**config.mk**
```make
export PLATFORM = sky130hd
export DESIGN_NAME = sorted_stream_emitter
export DESIGN_NICKNAME = d
export VERILOG_FILES = /design/src/rtl/sorted_stream_emitter.sv
export SDC_FILE = /design/constraint.sdc
export NUM_CORES = 1
export LEC_CHECK = 0
export CAP_MARGIN = 20
export CORE_ASPECT_RATIO = 1.1
export CORE_UTILIZATION = 40
export CTS_CLUSTER_SIZE = 10
export DETAILED_ROUTE_END_ITERATION = 16
export PLACE_DENSITY = 0.67
export SYNTH_ARGS = -nofsm -noshare
export SYNTH_HDL_FRONTEND = slang
export SYNTH_SLANG_ARGS = --single-unit
export TNS_END_PERCENT = 20
```
**constraint.sdc**
```tcl
create_clock -name clk -period 3.6 [get_ports clk]
set_input_delay 0.36 -clock clk [delete_from_list [all_inputs] [get_ports clk]]
set_output_delay 0.36 -clock clk [all_outputs]
set_load 0.03 [all_outputs]
```
**src/rtl/sorted_stream_emitter.sv**
```systemverilog
// Output stage for the N-input sorting/median networks: captures one sorted vector per handshake,
// streams it out beat by beat (all elements or the median only) and self-checks its ordering.
module sorted_stream_emitter #(
  parameter int unsigned N     = 11,
  parameter int unsigned W     = 32,
  parameter int unsigned CNT_W = 16
) (
  input  logic                  clk,
  input  logic                  rst,
  input  logic                  in_valid,
  output logic                  in_ready,
  input  logic [N-1:0][W-1:0]   sort,
  input  logic                  median_only,
  output logic                  out_valid,
  input  logic                  out_ready,
  output logic [W-1:0]          out_data,
  output logic [3:0]            out_index,
  output logic                  out_last,
  output logic                  order_err,
  output logic [CNT_W-1:0]      err_count
);

  localparam logic [3:0] MedIdx  = 4'(N / 2);
  localparam logic [3:0] LastIdx = 4'(N - 1);

  typedef enum logic [0:0] {StIdle, StEmit} state_e;

  state_e               state_q, state_d;
  logic [N-1:0][W-1:0]  buffer_q;
  logic [3:0]           index_q;
  logic                 last_q;
  logic                 order_err_q;
  logic [CNT_W-1:0]     err_count_q;

  logic                 capture;
  logic                 final_xfer;
  logic                 viol;

  // Any descending neighbour pair means the upstream network misbehaved.
  always_comb begin
    viol = 1'b0;
    for (int i = 0; i < int'(N) - 1; i++) begin
      if (sort[i] > sort[i+1]) viol = 1'b1;
    end
  end

  // State register
  always_ff @(posedge clk) begin
    if (rst) state_q <= StIdle;
    else     state_q <= state_d;
  end

  // Next-state logic
  always_comb begin
    state_d = state_q;
    unique case (state_q)
      StIdle: if (capture) state_d = StEmit;
      StEmit: if (final_xfer && !capture) state_d = StIdle;
      default: state_d = StIdle;
    endcase
  end

  // Output / handshake logic; in_ready opens on the final beat so frames run back to back.
  always_comb begin
    out_valid  = (state_q == StEmit);
    final_xfer = out_valid && out_ready && last_q;
    in_ready   = !rst && ((state_q == StIdle) || final_xfer);
    capture    = in_valid && in_ready;
  end

  // Datapath
  always_ff @(posedge clk) begin
    if (rst) begin
      buffer_q    <= '0;
      index_q     <= '0;
      last_q      <= 1'b0;
      order_err_q <= 1'b0;
      err_count_q <= '0;
    end else if (capture) begin
      buffer_q    <= sort;
      index_q     <= median_only ? MedIdx : 4'd0;
      last_q      <= median_only;
      order_err_q <= viol;
      if (viol && (err_count_q != '1)) err_count_q <= err_count_q + 1'b1;
    end else if (out_valid && out_ready) begin
      if (last_q) begin
        index_q     <= '0;
        last_q      <= 1'b0;
        order_err_q <= 1'b0;
      end else begin
        index_q <= index_q + 4'd1;
        last_q  <= ((index_q + 4'd1) == LastIdx);
      end
    end
  end

  always_comb begin
    out_data = '0;
    for (int i = 0; i < int'(N); i++) begin
      if (index_q == 4'(i)) out_data = buffer_q[i];
    end
  end

  assign out_index = index_q;
  assign out_last  = last_q;
  assign order_err = order_err_q;
  assign err_count = err_count_q;

endmodule
```
==> flow_metrics.tcl <==
set metrics [dict create \
    hp-class "primary input to register" \
    area_growth_pct 40.34 \
    dpl.hpwl_um 62740 \
    layout-drive-gt1-share_pct 16.95 \
    vias_per_cell 5.435 \
    clk_path_buf_depth 3 \
    power_leakage_uw 0.01528 \
    register_area_mm2 0.007513 \
    grt_setup_unrepaired "yes" \
    wire_per_inst_um 19.04 \
    drtIter0Drc 1745 \
    grt_pass1_wl_um 126000 \
    path_class "register to output port" \
    ys_ff_latch 375 \
    max_freq_ghz 0.2662 \
    nFillCells 5451 \
    clock-skew-final_ps 18.26 \
    clock_latency_ps 580 \
    finalWeightedCongestion 0.8930 \
    dr.pass1.iters 6 \
    multi_input_area_mm2 0.01489 \
    syn_area_mm2 0.02378 \
    yosysUniqueCellTypes 64 \
    cts_root_buf "clkbuf_16" \
    syn-num-nets 3607 \
    die-height_um 257.7 \
    layout_common_cells "buf_4, clkdlybuf4s50_1, dfxtp_1" \
    finalCritPeriodShare_pct 104.4 \
    cts-buffers-inserted 45 \
    hold_buffers 0 \
    cpMaxStageDelayCell "a222oi_1" \
    die_w_um 234.5 \
    io_pins 413 \
    critPathMaxFanout 8 \
    core_region_area_mm2 0.05865 \
    violations "setup timing" \
    cp_cell_sequence "inv_4 > ha_4 > nor4b_4 > buf_6 > buf_12 > buf_16 > a222oi_1 > nor3_1 > a221oi_2 > a211oi_2 > a21oi_1 > nand2_1 > o221ai_2 > a21oi_2 > buf_6" \
    pwr_density_cell_mw_per_mm2 352.9 \
    yosysWarnings 0 \
    final_common_cell "buf_4" \
    grt_max_degree 250 \
    outcome "finished, violations left" \
    setup_viol 25 \
    tns_ps -1726 \
    worstMarginPinSlew_ps 1050 \
    syn_area_per_cell_um2 8.131 \
    power_uw 11770 \
    yosysSeqAreaShare_pct 31.58 \
    portBuffers 412 \
    rows 93 \
    path_clk_slew_ps 60 \
    slew_violations 0 \
    cts_num_sinks 375 \
    dr_total_vias 23920 \
    cp.arrival_ps 3400 \
    initial_utilization_pct 40.54 \
    cap_violations 0 \
    die_area_mm2 0.06042 \
    wirelength_um 83830 \
    ctsHtreeMaxLevel 2 \
    grt.overflow.total 0 \
    synth_cells 2924 \
    ir_drop_uv 293.3 \
    cpMostUsedCell "buf_6" \
    drc 0 \
    grt_util_all_layers_pct 26.70 \
    cp-end-kind "output port" \
    synth_edf_count 0 \
    synthFlopType "dfxtp_1" \
    hold_viol_final 0 \
    async_reset_ff_share_pct 0 \
    grt_pass1_vias 22690 \
    antenna_found_initial 11 \
    fin_nets 4299 \
    tritoncts "done" \
    cp-start-kind "register" \
    max_stage_delay_ps 420 \
    required_ps 3240 \
    slew_headroom_pct 29.99 \
    ant_nets 0 \
    period_minus_slack_ps 3757 \
    fin_ws_ps -157.0 \
]
==> cell type report <==
type / instances / area share (%)
clock buffer: 63 / 3.885
antenna: 8 / 0.06000
clock inverter: 2 / 0.04125
timing repair buffer: 829 / 22.27
multi-input combinational: 2033 / 44.64
tap: 760 / 2.850
inverter: 332 / 3.742
sequential: 375 / 22.52
==> cells in the mapped netlist (11+ instances only) <==
cell type	n	area share (%)
nor2_1	108	1.7
a222oi_1	32	1.3
buf_1	16	0.25
nand3b_1	355	11
nand4_1	69	1.8
ha_1	326	17
o221ai_1	34	1.3
dfxtp_1	375	32
a211oi_1	44	1.4
a221oi_1	39	1.4
o211ai_1	11	0.35
nand2_1	168	2.7
o22ai_1	33	0.87
nor2b_1	23	0.61
inv_1	332	5.2
o21ai_0	357	7.5
nor3_1	43	0.91
clkbuf_1	165	2.6
nor4_1	15	0.39
a21oi_1	198	4.2
nand3_1	35	0.74
a21o_1	37	1.2
==> per-layer routing <==
| layer | vias up | share of wire (%) | track usage (%) |
|---|---|---|---|
| met2 | 730 | 46 | 42.76 |
| met3 | 120 | 5.8 | 3.103 |
| met5 | - | 0.047 | 0 |
| met1 | 11120 | 46 | 36.97 |
| li1 | 11950 | - | - |
| met4 | 6 | 3.0 | 8.871 |
==> power by group <==
group | total [µW] | internal (µW) | leakage [µW] | switching [µW]
clock network | 4260 | 2460 | 0.000643 | 1800
registers | 4600 | 4440 | 0.00309 | 162
logic | 2910 | 1440 | 0.0116 | 1470
total | 11800 | 8340 | 0.0153 | 3430
==> cell families after synthesis <==
logic type	synth area share, %
DFF	31.58
xor gates and xnor gates	0.07369
buffers and inverters	8.173
adders and majority gates	17.16
AOI/OAI and AO/OA	21.02
and+or+nand+nor	21.61
muxes	0.3947
==> worst max-delay path, delay by kind of cell (launching register included) <==
| family | cells | cell delay, ps |
|---|---|---|
| AO/OA/AOI/OAI | 6 | 1260 |
| adder cells (fa/ha/maj) | 1 | 150 |
| buffers and inverters | 5 | 640 |
| flip-flops | 1 | 380 |
| AND/OR/NAND/NOR | 3 | 370 |
==> path summary, 6_finish.rpt <==
check,start,end,slack [ps],depth (start not counted)
worst max register to register,err_count[3],err_count[15],780,10
worst min-delay path,rst,out_valid,140,2
worst max-delay path,out_index[0],out_data[12],-160,15
worst min register to register,buffer_q[14],buffer_q[14],470,2
==> flip-flops by register name, indices dropped and copies added, names as in the netlist <==
| signal | count |
|---|---|
| buffer_q | 352 |
| err_count | 16 |
| out_index | 4 |
| order_err | 1 |
| out_last | 1 |
| out_valid | 1 |
==> what timing repair did <==
action                                  in CTS  in global routing
buffers inserted                             3                 10
endpoints found under the setup margin      39                 44
gates resized for setup                     81                 35
pin swaps                                   29                 20
cloned                                       2                  0
==> per-stage QoR <==
step | hold WS (ps) | cell area [µm²] | instances | util [%] | setup slack [ps]
detailed placement | 465.0 | 31300 | 4314 | 53.37 | -720.8
global route | 158.5 | 33360 | 4401 | 56.89 | -263.7
floorplan | 449.0 | 23780 | 2924 | - | 195.2
finish | 144.1 | 33370 | 4402 | 56.90 | -157.0
global placement | 461.4 | 31300 | 4314 | 53.37 | -712.9
CTS | 126.1 | 33090 | 4384 | 56.42 | -144.4
No activity file was read; power rests on OpenSTA's default activity.
